**config.mk**
```make
export PLATFORM = sky130hd
export DESIGN_NAME = multicycle_alu
export DESIGN_NICKNAME = d
export VERILOG_FILES = /design/src/rtl/multicycle_alu.sv
export SDC_FILE = /design/constraint.sdc
export NUM_CORES = 1
export LEC_CHECK = 0
export CAP_MARGIN = 20
export CORE_ASPECT_RATIO = 1.5
export CORE_MARGIN = 10
export CORE_UTILIZATION = 25
export CTS_BUF_LIST = sky130_fd_sc_hd__clkbuf_8
export CTS_CLUSTER_SIZE = 20
export DETAILED_ROUTE_END_ITERATION = 12
export GPL_ROUTABILITY_DRIVEN = 0
export PLACE_DENSITY = 0.49
export SYNTH_ARGS = -nofsm -noshare
export SYNTH_HDL_FRONTEND = slang
export SYNTH_SLANG_ARGS = --single-unit
```
**constraint.sdc**
```tcl
create_clock -name clk -period 1.55 [get_ports clk]
set_input_delay 0.31 -clock clk [delete_from_list [all_inputs] [get_ports clk]]
set_output_delay 0.31 -clock clk [all_outputs]
set_load 0.005 [all_outputs]
```
**src/rtl/multicycle_alu.sv**
```systemverilog
// Registered ALU with start/done handshake: single-cycle ADD/ADC/NAND/SUB and,
// when ALU_MUL_EN is defined, an unsigned shift-add multiply taking WIDTH cycles.
module multicycle_alu #(
  parameter int unsigned WIDTH = 16
) (
  input  logic             clk,
  input  logic             rst_n,
  input  logic             start,
  input  logic [2:0]       op,
  input  logic [WIDTH-1:0] a,
  input  logic [WIDTH-1:0] b,
  input  logic             carry_in,
  output logic             busy,
  output logic             done,
  output logic [WIDTH-1:0] result,
  output logic             zero,
  output logic             carry,
  output logic             illegal
);

  localparam logic [2:0] OP_ADD  = 3'b000;
  localparam logic [2:0] OP_ADC  = 3'b001;
  localparam logic [2:0] OP_NAND = 3'b010;
  localparam logic [2:0] OP_SUB  = 3'b011;

  logic [WIDTH-1:0] r_result;
  logic             r_zero;
  logic             r_carry;
  logic             r_done;
  logic             r_illegal;

  logic [WIDTH:0]   w_add;
  logic [WIDTH:0]   w_adc;
  logic [WIDTH:0]   w_sub;
  logic [WIDTH-1:0] w_res;
  logic             w_cy;
  logic             w_legal;
  logic             w_is_mul;

  assign w_add = {1'b0, a} + {1'b0, b};
  assign w_adc = {1'b0, a} + {1'b0, b} + {{WIDTH{1'b0}}, carry_in};
  // Bit WIDTH of the widened difference is the unsigned borrow.
  assign w_sub = {1'b0, a} - {1'b0, b};

  always_comb begin
    w_res   = r_result;
    w_cy    = r_carry;
    w_legal = 1'b1;
    case (op)
      OP_ADD:  {w_cy, w_res} = w_add;
      OP_ADC:  {w_cy, w_res} = w_adc;
      OP_NAND: w_res = ~(a & b);
      OP_SUB:  {w_cy, w_res} = w_sub;
      default: w_legal = 1'b0;
    endcase
  end

`ifdef ALU_MUL_EN
  localparam logic [2:0]        OP_MUL   = 3'b100;
  localparam int unsigned       CW       = $clog2(WIDTH);
  localparam logic [CW-1:0]     CNT_LAST = CW'(WIDTH - 1);
  localparam logic [0:0]        ST_IDLE  = 1'b0;
  localparam logic [0:0]        ST_MUL   = 1'b1;

  logic [0:0]         r_state;
  logic [CW-1:0]      r_cnt;
  logic [2*WIDTH-1:0] r_acc;
  logic [2*WIDTH-1:0] r_mcand;
  logic [WIDTH-1:0]   r_mplier;
  logic [2*WIDTH-1:0] w_acc_next;

  assign w_is_mul   = (op == OP_MUL);
  assign w_acc_next = r_acc + (r_mplier[0] ? r_mcand : '0);
  assign busy       = (r_state == ST_MUL);
`else
  assign w_is_mul = 1'b0;
  assign busy     = 1'b0;
`endif

  always_ff @(posedge clk or negedge rst_n) begin
    if (!rst_n) begin
      r_result  <= '0;
      r_zero    <= 1'b0;
      r_carry   <= 1'b0;
      r_done    <= 1'b0;
      r_illegal <= 1'b0;
`ifdef ALU_MUL_EN
      r_state   <= ST_IDLE;
      r_cnt     <= '0;
      r_acc     <= '0;
      r_mcand   <= '0;
      r_mplier  <= '0;
`endif
    end else begin
      r_done <= 1'b0;
`ifdef ALU_MUL_EN
      if (r_state == ST_MUL) begin
        r_acc    <= w_acc_next;
        r_mcand  <= r_mcand << 1;
        r_mplier <= r_mplier >> 1;
        r_cnt    <= r_cnt + CW'(1);
        if (r_cnt == CNT_LAST) begin
          r_result  <= w_acc_next[WIDTH-1:0];
          r_carry   <= |w_acc_next[2*WIDTH-1:WIDTH];
          r_zero    <= (w_acc_next[WIDTH-1:0] == '0);
          r_done    <= 1'b1;
          r_illegal <= 1'b0;
          r_state   <= ST_IDLE;
        end
      end else
`endif
      if (start) begin
`ifdef ALU_MUL_EN
        if (w_is_mul) begin
          r_state  <= ST_MUL;
          r_cnt    <= '0;
          r_acc    <= '0;
          r_mcand  <= {{WIDTH{1'b0}}, a};
          r_mplier <= b;
        end else
`endif
        begin
          r_done    <= 1'b1;
          r_illegal <= ~w_legal;
          if (w_legal && !w_is_mul) begin
            r_result <= w_res;
            r_carry  <= w_cy;
            r_zero   <= (w_res == '0);
          end
        end
      end
    end
  end

  assign result  = r_result;
  assign zero    = r_zero;
  assign carry   = r_carry;
  assign done    = r_done;
  assign illegal = r_illegal;

endmodule

```
After elaboration in Yosys (flattened, before gate mapping) --
Cells that the tools add are included.
Storage, ports and cells: flip-flop bits (word level) 20, bits of input ports 39, word-level logic and storage cells 24
Cells by class: add/sub/neg operators 3, eq/ne operators 3, muxes and demuxes 4, bitwise gates (word level) 3, reduce and logical (&&, ||, !) cells 6
Operator list (count):
- $pmux 16 s4 | 1
- $add 16x16->17 | 1
- $add 17x1->17 | 1
- $sub 16x16->17 | 1
- $and 16x16->16 | 1
- $logic_not 16->1 | 1
- $not 16->16 | 1
- $eq 3x2->1 const B | 2
- $reduce_or 4->1 | 1
- $eq 3x1->1 const B | 1
- $logic_not 3->1 | 1
- $pmux 1 s3 | 1
- $reduce_and 3->1 | 1
- $reduce_bool 3->1 | 1
- $mux 1 | 2
- $reduce_and 2->1 | 1
- $not 1->1 | 1

Depth between registers and ports, before layout --
Gate-level depths: netlist of run 1.
depth in word-level cells 4, depth in mapped cells 14

Least setup slack after synthesis of run 1 --
OpenSTA, ideal clock, no wires.
path type in2reg, start point input port a[0], end point register r_zero, in the netlist zero, setup time 0.066 ns, arrival 3.270 ns, data required time 1.484 ns, path slack -1.786 ns, stages 12, buffers on the path 0, path through ha_1 > fa_1 > nor2b_1 > o22a_1 > xnor2_1 > a2111oi_4 > nand2_2 > or4_4 > a311oi_2 > o2111ai_1 > a211oi_1 > a32o_2
On the way: word-level cells in the longest chain between the ends 4, elaborated cells between the ends (all ways) 7, classes of those cells 3 x add/sub; 1 x mux; 2 x bitwise; 1 x reduce/logical
Ends and longest elaborated chain:
- start, declared | RTL line 10 | input logic [WIDTH-1:0] a,
- $add 16x16->17 or $and 16x16->16 (tied branches) | RTL line 40, 41, 52
- $add 17x1->17 or $not 16->16 (tied branches) | RTL line 41, 52
- $pmux 16 s4 (*) | RTL line 49 | case (op)
- $logic_not 16->1 (*) | RTL line 128 | r_zero <= (w_res == '0);
- end signal, assigned | RTL line 128
- end, declared | RTL line 27 | logic r_zero;
Every way passes the cells marked *; elsewhere a longest branch is shown, timed or not. A chain may end at the register's enable or synchronous reset.

Worst setup path in the final report of run 1 --
start point input port b[0], end point register r_zero, in the netlist zero
On the way: word-level cells in the longest chain between the ends 4, elaborated cells between the ends (all ways) 7, classes of those cells 3 x add/sub; 1 x mux; 2 x bitwise; 1 x reduce/logical
Ends and longest elaborated chain:
- start, declared | RTL line 11 | input logic [WIDTH-1:0] b,
- $add 16x16->17 or $and 16x16->16 (tied branches) | RTL line 40, 41, 52
- $add 17x1->17 or $not 16->16 (tied branches) | RTL line 41, 52
- $pmux 16 s4 (*) | RTL line 49
- $logic_not 16->1 (*) | RTL line 128
Marks and branches as above.

==> results of run 1 <==
-- cell type report --
class,count,area share
flip-flops and latches,20,0.0812
multi-input cells,356,0.535
clock buffers,3,0.00670
inverters,32,0.0215
well taps,156,0.0317
repair buffers,241,0.324
-- worst min path at each step --
| stage | end | slack (ns) | cells after the start |
|---|---|---|---|
| finish | result[10]$_DFFE_PN0P_ | 0.39 | 2 |
| global route | result[10]$_DFFE_PN0P_ | 0.41 | 2 |
| CTS | result[10]$_DFFE_PN0P_ | 0.40 | 2 |
| detailed placement | result[11]$_DFFE_PN0P_ | 0.46 | 2 |
| global placement | result[11]$_DFFE_PN0P_ | 0.46 | 2 |
| floorplan | carry$_DFFE_PN0P_ | 0.01 | 0 |
-- kinds of logic (layout without fill, tap and decap cells) --
group / count (synthesis) / count (layout) / share of synthesized area
mux: 8 / 8 / 0.0298
simple gates: 153 / 153 / 0.245
compound gates: 129 / 129 / 0.277
buf+inv: 53 / 276 / 0.0650
flops: 20 / 20 / 0.157
fa+ha+maj: 36 / 36 / 0.146
other cells: 1 / 1 / 0.00117
xor+xnor: 29 / 29 / 0.0795
-- flip-flops by register name, indices dropped and copies added (netlist names) --
register  count
result       16
carry         1
done          1
illegal       1
zero          1
-- synth_stat cells, types with 2 or more instances --
cell type / n / share of area
a31oi_1: 8 / 0.016
a221oi_1: 2 / 0.0055
xnor2_1: 21 / 0.058
mux2_2: 2 / 0.0070
o211ai_1: 6 / 0.014
nor3_1: 10 / 0.016
dfrtp_1: 20 / 0.16
and2_1: 3 / 0.0059
inv_1: 30 / 0.035
xor2_1: 8 / 0.022
a311oi_1: 2 / 0.0055
nor2b_1: 17 / 0.033
a211oi_1: 8 / 0.019
o31ai_1: 5 / 0.012
nor4_1: 6 / 0.012
o21ai_0: 30 / 0.047
o22a_1: 2 / 0.0055
nor2_1: 34 / 0.040
o221ai_1: 2 / 0.0055
a2111oi_0: 2 / 0.0055
a22oi_1: 2 / 0.0047
o22ai_1: 3 / 0.0059
nor3b_1: 3 / 0.0070
o32ai_1: 2 / 0.0055
or3_1: 2 / 0.0039
and3_1: 3 / 0.0059
or2_2: 4 / 0.0078
o21bai_1: 3 / 0.0070
nand4_1: 7 / 0.014
ha_1: 34 / 0.13
mux2i_1: 5 / 0.016
nand2_1: 41 / 0.048
clkbuf_1: 16 / 0.019
a21oi_1: 30 / 0.047
nand2b_1: 6 / 0.012
nand3_1: 6 / 0.0094
fa_1: 2 / 0.013
buf_2: 4 / 0.0063
a21o_1: 6 / 0.014
-- cells in the final DEF, fill, tap and decap left out, types with 4 or more instances in the layout --
cell and instances:
buf_2 9, a21oi_2 5, nor3_1 7, nand2b_1 4
a21oi_1 23, nand2_1 36, nand4_1 7, inv_2 9
a31oi_1 6, xor2_1 7, nand2_2 6, clkdlybuf4s50_1 34
o21ai_0 14, o21ai_1 10, a21o_1 5, o21ai_2 6
inv_1 18, ha_1 15, xnor2_2 4, o211ai_1 6
nor2b_1 12, dfrtp_1 20, dlygate4sd2_1 4, xnor2_1 14
buf_6 23, buf_4 164, ha_4 16, inv_4 5
nor2_1 30
-- critical path, cell delays in order --
cell and delay (ns):
buf_8 0.11, ha_4 0.16, fa_2 0.34, nor2b_4 0.14, o22a_1 0.19, buf_6 0.14
xnor2_4 0.15, buf_6 0.13, a211oi_4 0.21, and2_4 0.21, and3_4 0.18, o32ai_2 0.09
or4_4 0.48, a211oi_2 0.22, a32o_2 0.19
-- repair_timing --
action	4_1_cts	5_1_grt
setup endpoints to repair	18	18
buffers inserted	16	8
gates resized for setup	179	67
pin swaps	50	38
-- report_power, final --
| group | switching [uW] | internal [uW] |
|---|---|---|
| Combinational | 1120 | 1400 |
| Sequential | 48.5 | 601 |
| Clock | 149 | 172 |
-- per-layer routing --
metal / wire length [um] / share of wire / GRT usage / vias up
met3: 456 / 0.039 / 0.0162 / 14
met5: 0 / 0 / 0 / -
met4: 252 / 0.022 / 0.0412 / 0
met2: 6480 / 0.56 / 0.246 / 63
li1: - / - / - / 1995
met1: 4450 / 0.38 / 0.130 / 1856
-- through the flow --
stage,power [uW],util
6_report,3490,0.493
5_1_grt,3750,0.493
4_1_cts,3290,0.465
3_5_place_dp,2690,0.420
3_3_place_gp,2660,0.420
2_1_floorplan,1640,-
==> results.toml, run 1 <==
[detailed_routing]
drt_pass1_iterations = 4
wirelength_um = 11600
drtIter0Drc = 167
avgViaCountPerCell = 4.86
wl_per_cell_um = 14.4
ant_nets = 0
vias = 3928
drc_errors = 0

[setup_path]
start_kind = "input port"
cp-endpoint = "zero$_DFFE_PN0P_"
rr_endpoint = "zero$_DFFE_PN0P_"
critPathArrivalTime_ns = 3.24
critPathKind = "input port to flop"
worstPathRequired_ns = 1.74
rrSetupSlack_ns = 0.14
r2r_start = "result[10]$_DFFE_PN0P_"
reg2reg_depth = 5
critical_path.startpoint = "b[0]"
path_max_fanout = 4
endpoint_kind = "flop"

[global_routing]
grt_max_degree = 21
grt_first_pass_wirelength_um = 19000
antenna_found_initial = 0
grt_overflow = 0
grt.total_usage = 0.125
first_global_vias = 4127

[timing]
finalCritPeriodShare = 1.96
rsz0062_at_grt = "true"
whs_ns = 0.390
drv_slew = 0
max_freq_mhz = 329
setup_tns_ns = -16.63
fin_crit_ns = 3.04
fin_skew_ns = 0.00726
hold_viol = 0
setup_viol_count_final = 17
setup_slack_ns = -1.49

[cts]
h-tree-depth = 1
clk_latency_ns = 0.25
clock_path_buffers = 2
cts_buffers = 3
cts_tree = "done"
cts.sink_count = 20
root_buffer = "clkbuf_8"
clk_pin_slew_ns = 0.07
hold_buffers = 0

[floorplanning]
die_width_um = 112
fp.coreArea_um2 = 12500
num_rows = 50
initial_core_util = 0.255
dieArea_um2 = 17800
fp.dieH_um = 158
num_io_pins = 60

[status]
violations = "negative setup slack"
outcome = "complete, but fails checks"

[placement]
dp_cells = 783
placed_area_um2 = 5260
hpwl_um = 9640
pre_cts_ws_ns = -2.41
port_buffers = 58

[yosys]
ys_seq_elements = 20
postSynthCellCount = 429
synth.net_count = 504
syn_area_per_cell_um2 = 7.45
synth_cell_types = 71
synth-edff-count = 0
synth_top_flop_cell = "dfrtp_1"
yosysSeqAreaShare = 0.157
yosys_warnings = 0
synth_area_um2 = 3200
ys_async_sr_fraction = 1.00

[finish]
fin_area_um2 = 6160
finalNonFillerCells = 808
nNetsFinal = 729
multi_input_area_um2 = 3300
fill_cells = 1215
regArea_um2 = 500
area_delta_synth_final_pct = 92.8
antennaDiodeCount = 0
drive_gt1_frac = 0.520

[power]
p_leak_uw = 0.00266
powerDensity_nw_per_um2 = 566
irDropWorstVdd_mv = 0.246

[min_path]
hold_class = "input port to asynchronous set/reset pin"

[job]
maxCapViolations = 0
No activity file was read; power rests on OpenSTA's default activity.
==> run 2: changes to the inputs <==
--- a/config.mk
+++ b/config.mk
@@ -5,7 +5,6 @@
 export SDC_FILE = /design/constraint.sdc
 export NUM_CORES = 1
 export LEC_CHECK = 0
-export CAP_MARGIN = 20
 export CORE_ASPECT_RATIO = 1.5
 export CORE_MARGIN = 10
 export CORE_UTILIZATION = 25
@@ -13,7 +12,7 @@
 export CTS_CLUSTER_SIZE = 20
 export DETAILED_ROUTE_END_ITERATION = 12
 export GPL_ROUTABILITY_DRIVEN = 0
-export PLACE_DENSITY = 0.49
+export PLACE_DENSITY = 0.41
 export SYNTH_ARGS = -nofsm -noshare
 export SYNTH_HDL_FRONTEND = slang
 export SYNTH_SLANG_ARGS = --single-unit
==> results.toml, run 2 (synthesis results as in run 1) <==
[setup_path]
critPathKind = "input port to flop"
rrSetupSlack_ns = 0.12
path_max_fanout = 3
worstPathRequired_ns = 1.76
critPathArrivalTime_ns = 3.36
path_cells = "buf_6 > buf_6 > ha_4 > or2_4 > o2111a_2 > or3_4 > a2111oi_4 > nand2_2 > or4_4 > a311oi_2 > o2111ai_2 > a211oi_2 > a32o_2"
reg2reg_depth = 5
cp_slowest_stage_delay_ns = 0.45
critical_path.startpoint = "b[1]"
cp-endpoint = "zero$_DFFE_PN0P_"
critPathSlowestCell = "or4_4"
start_kind = "input port"
crit_top_cell = "buf_6"
endpoint_kind = "flop"
rr_endpoint = "zero$_DFFE_PN0P_"
r2r_start = "result[10]$_DFFE_PN0P_"

[finish]
final_cell_mix = "buf_4, nand2_1, clkdlybuf4s50_1"
mostFrequentLayoutCell = "buf_4"
antennaDiodeCount = 0
area_delta_synth_final_pct = 99.5
drive_gt1_frac = 0.520
final_core_util = 0.510
largest_register_ffs = 16
finalNonFillerCells = 827
nNetsFinal = 747
fill_cells = 1246

[global_routing]
grt_first_pass_wirelength_um = 20200
antenna_found_initial = 0
grt_use_met1 = 0.142
busiest_layer = "met2"
grt_overflow = 0
grt_max_degree = 21
grtUsageMet2 = 0.264
met3_usage = 0.0109
grt.total_usage = 0.134
first_global_vias = 4234

[detailed_routing]
wl_per_cell_um = 15.1
avgViaCountPerCell = 4.86
wirelength_um = 12500
drt_pass1_iterations = 4
ant_nets = 0
drtIter0Drc = 124
vias = 4022
drc_errors = 0

[cts]
cts.sink_count = 20
clk_latency_ns = 0.26
clk_pin_slew_ns = 0.07
clock_path_buffers = 2
cts_tree = "done"
h-tree-depth = 1
root_buffer = "clkbuf_8"
cts_buffers = 3

[placement]
dp_cells = 786
hpwl_um = 10200
port_buffers = 58
pre_cts_ws_ns = -2.57

[timing]
fin_crit_ns = 3.15
setup_tns_ns = -17.48
rsz0062_at_grt = "true"
hold_viol = 0
max_freq_mhz = 317
finalCritPeriodShare = 2.03
fin_skew_ns = 0.00245
setup_viol_count_final = 17
drv_slew = 0
whs_ns = 0.382
setup_slack_ns = -1.60

[floorplanning]
initial_core_util = 0.255
num_io_pins = 60
num_rows = 50
fp.coreArea_um2 = 12500
die_width_um = 112
fp.dieH_um = 158
dieArea_um2 = 17800

[power]
powerDensity_nw_per_um2 = 576
irDropWorstVdd_mv = 0.241
p_leak_uw = 0.00278

[status]
violations = "negative setup slack"
outcome = "complete, but fails checks"

[job]
maxCapViolations = 0

[min_path]
hold_class = "input port to asynchronous set/reset pin"
==> run 2: cell count changes in the layout (fill, tap and decap cells not counted), sizes merged <==
| cell | before | now |
|---|---|---|
| buf | 199 | 207 |
| clkbuf | 4 | 6 |
| clkdlybuf4s15 | 3 | 5 |
| clkdlybuf4s50 | 34 | 35 |
| clkinv | 0 | 1 |
| dlygate4sd2 | 4 | 9 |
| dlymetal6s2s | 0 | 1 |
| inv | 32 | 31 |
==> run 2: how the worst min path moves through the flow <==
| stage | depth (start not counted) | to | slack, ns | startpoint |
|---|---|---|---|---|
| 2_1_floorplan | 0 | carry$_DFFE_PN0P_ | 0.01 | rst_n |
| 3_3_place_gp | 2 | result[11]$_DFFE_PN0P_ | 0.46 | result[11]$_DFFE_PN0P_ |
| 3_5_place_dp | 2 | result[11]$_DFFE_PN0P_ | 0.47 | result[11]$_DFFE_PN0P_ |
| 4_1_cts | 2 | result[1]$_DFFE_PN0P_ | 0.39 | rst_n |
| 5_1_grt | 2 | result[0]$_DFFE_PN0P_ | 0.39 | rst_n |
| 6_report | 2 | result[0]$_DFFE_PN0P_ | 0.38 | rst_n |
==> run 2: timing repair <==
item,in CTS,in global routing
endpoints found under the setup margin,18,18
buffers inserted,33,9
endpoints found under the hold margin,0,0
pin swaps,66,50
resized for setup,161,64
hold buffers,0,0
==> run 2: layout make-up <==
cell class              instances  area, um^2  area share
well taps                     156         195      0.0306
flip-flops and latches         20         500      0.0785
multi-input cells             356        3300       0.517
inverters                      32         128      0.0200
clock buffers                   4        55.1     0.00863
repair buffers                259        2200       0.345
==> run 2: stage by stage <==
step | instance area (um^2) | power (uW)
2_1_floorplan | 3370 | 1640
3_3_place_gp | 5280 | 2690
3_5_place_dp | 5280 | 2710
4_1_cts | 6060 | 3520
5_1_grt | 6380 | 3920
6_report | 6380 | 3670
==> run 2: routing by layer <==
layer	wire, um	vias up
met1	4960	1909
met4	369	0
met2	6850	69
met5	0	-
met3	281	21
li1	-	2023
==> run 2: report_power, final <==
group          switching [uW]  leakage (uW)  internal, uW
logic                    1160       0.00251          1460
registers                52.0      0.000247           601
clock network             177     0.0000288           227
total                    1390       0.00278          2290
==> run 2: worst max-delay path: cells and delay by family <==
kind / cells / cell delay (ns)
simple gates: 4 / 1.14
fa+ha+maj: 1 / 0.15
buf+inv: 2 / 0.20
compound gates: 6 / 1.54
==> run 3: changes to the inputs <==
--- a/config.mk
+++ b/config.mk
@@ -5,7 +5,6 @@
 export SDC_FILE = /design/constraint.sdc
 export NUM_CORES = 1
 export LEC_CHECK = 0
-export CORE_ASPECT_RATIO = 1.5
 export CORE_MARGIN = 10
 export CORE_UTILIZATION = 25
 export CTS_BUF_LIST = sky130_fd_sc_hd__clkbuf_8
==> results.toml, run 3 (synthesis results as in run 1) <==
[status]
outcome = "complete, but fails checks"
violations = "negative setup slack"

[cts]
clk_pin_slew_ns = 0.07
cts.sink_count = 20
clock_path_buffers = 2
cts_tree = "done"
root_buffer = "clkbuf_8"
clk_latency_ns = 0.25
h-tree-depth = 1
hold_buffers = 0
cts_buffers = 3

[detailed_routing]
wl_per_cell_um = 14.3
drt_pass1_iterations = 4
drtIter0Drc = 128
wirelength_um = 12000
ant_nets = 0
drc_errors = 0
vias = 3894
avgViaCountPerCell = 4.66

[floorplanning]
initial_core_util = 0.254
fp.coreArea_um2 = 12600
die_width_um = 133
dieArea_um2 = 17700
num_io_pins = 60
fp.dieH_um = 133
num_rows = 41

[setup_path]
rr_endpoint = "zero$_DFFE_PN0P_"
critPathSlowestCell = "or4_4"
crit_family = "simple AND/OR/NAND/NOR gates"
cp_slowest_stage_delay_ns = 0.51
worstPathRequired_ns = 1.75
cp_num_cells = 16
r2r_start = "result[10]$_DFFE_PN0P_"
crit_top_cell = "buf_6"
critPathArrivalTime_ns = 3.40
start_kind = "input port"
reg2reg_depth = 5
critical_path.startpoint = "a[0]"
critPathBufInv = 4
path_max_fanout = 3
endpoint_kind = "flop"
critPathKind = "input port to flop"
rrSetupSlack_ns = 0.13
path_cells = "buf_6 > buf_6 > ha_4 > fa_2 > nor2b_4 > o211ai_1 > buf_4 > buf_6 > nand4_1 > nor4bb_4 > and4bb_2 > and3_4 > o32ai_4 > or4_4 > a211oi_4 > a32o_2"

[timing]
finalCritPeriodShare = 2.07
max_freq_mhz = 312
setup_slack_ns = -1.66
setup_tns_ns = -18.03
drv_slew = 0
setup_viol_count_final = 17
rsz0062_at_grt = "true"
fin_crit_ns = 3.21
fin_skew_ns = 0.000518
hold_viol = 0

[global_routing]
grt_overflow = 0
antenna_found_initial = 0
first_global_vias = 4174
grt.total_usage = 0.136
grt_max_degree = 21
grt_first_pass_wirelength_um = 20600

[power]
switchingPower_uw = 1350
irDropWorstVdd_mv = 0.257
combPwrFrac = 0.710
p_int_uw = 2230
clock_power_share = 0.109
seqPwrFrac = 0.181
sw_frac_of_total = 0.377
powerDensity_nw_per_um2 = 575
p_leak_uw = 0.00273

[finish]
nNetsFinal = 740
largest_register_ffs = 16
drive_gt1_frac = 0.506
regArea_um2 = 500
antennaDiodeCount = 0
multi_input_area_um2 = 3260
fill_cells = 1260
final_cell_mix = "buf_4, nand2_1, clkdlybuf4s50_1"
finalNonFillerCells = 836
mostFrequentLayoutCell = "buf_4"
area_delta_synth_final_pct = 95.3

[job]
maxCapViolations = 0

[placement]
port_buffers = 58
pre_cts_ws_ns = -2.58
dp_cells = 807
hpwl_um = 9940

[min_path]
hold_class = "input port to asynchronous set/reset pin"
==> run 3: cell types whose count changed in the layout (fill, tap and decap cells not counted), sizes merged <==
cell | previous run | this run
clkdlybuf4s15 | 5 | 4
clkdlybuf4s50 | 35 | 33
dlymetal6s2s | 1 | 2
dlygate4sd2 | 9 | 6
buf | 207 | 202
clkbuf | 6 | 9
==> run 3: routing by layer <==
layer | vias to the layer above | share of wire | track usage
met5 | - | 0 | 0
met4 | 0 | 0.0068 | 0.0183
met3 | 6 | 0.030 | 0.0148
met2 | 57 | 0.49 | 0.237
met1 | 1807 | 0.47 | 0.180
li1 | 2024 | - | -
==> run 3: power by group through the flow <==
stage	Combinational (uW)	Clock [uW]	Sequential (uW)
2_1_floorplan	979	0	661
3_3_place_gp	2060	0	659
3_5_place_dp	2080	0	661
4_1_cts	2410	405	651
5_1_grt	2790	426	663
6_report	2550	390	649
==> run 3: worst max path at each step <==
stage	to
finish	zero$_DFFE_PN0P_
global route	zero$_DFFE_PN0P_
CTS	zero$_DFFE_PN0P_
detailed placement	zero$_DFFE_PN0P_
global placement	zero$_DFFE_PN0P_
floorplan	zero$_DFFE_PN0P_
==> run 3: through the flow <==
stage | util | power (uW) | cell area, um^2 | hold slack (ns)
after floorplan | - | 1640 | 3370 | 0.0144
after global placement | 0.425 | 2720 | 5340 | 0.461
after detailed placement | 0.425 | 2740 | 5340 | 0.468
after CTS | 0.479 | 3470 | 6020 | 0.389
after global routing | 0.497 | 3880 | 6240 | 0.416
final | 0.497 | 3590 | 6240 | 0.382
==> run 3: layout make-up <==
type	instances	area share
multi-input combinational	356	0.523
timing repair buffer	252	0.333
sequential	20	0.0802
tap	172	0.0345
inverter	32	0.0208
clock buffer	4	0.00882
==> run 3: what timing repair did <==
item	4_1_cts	5_1_grt
endpoints found under the setup margin	18	18
pin swaps	60	39
setup buffers	18	10
gates resized for setup	162	55
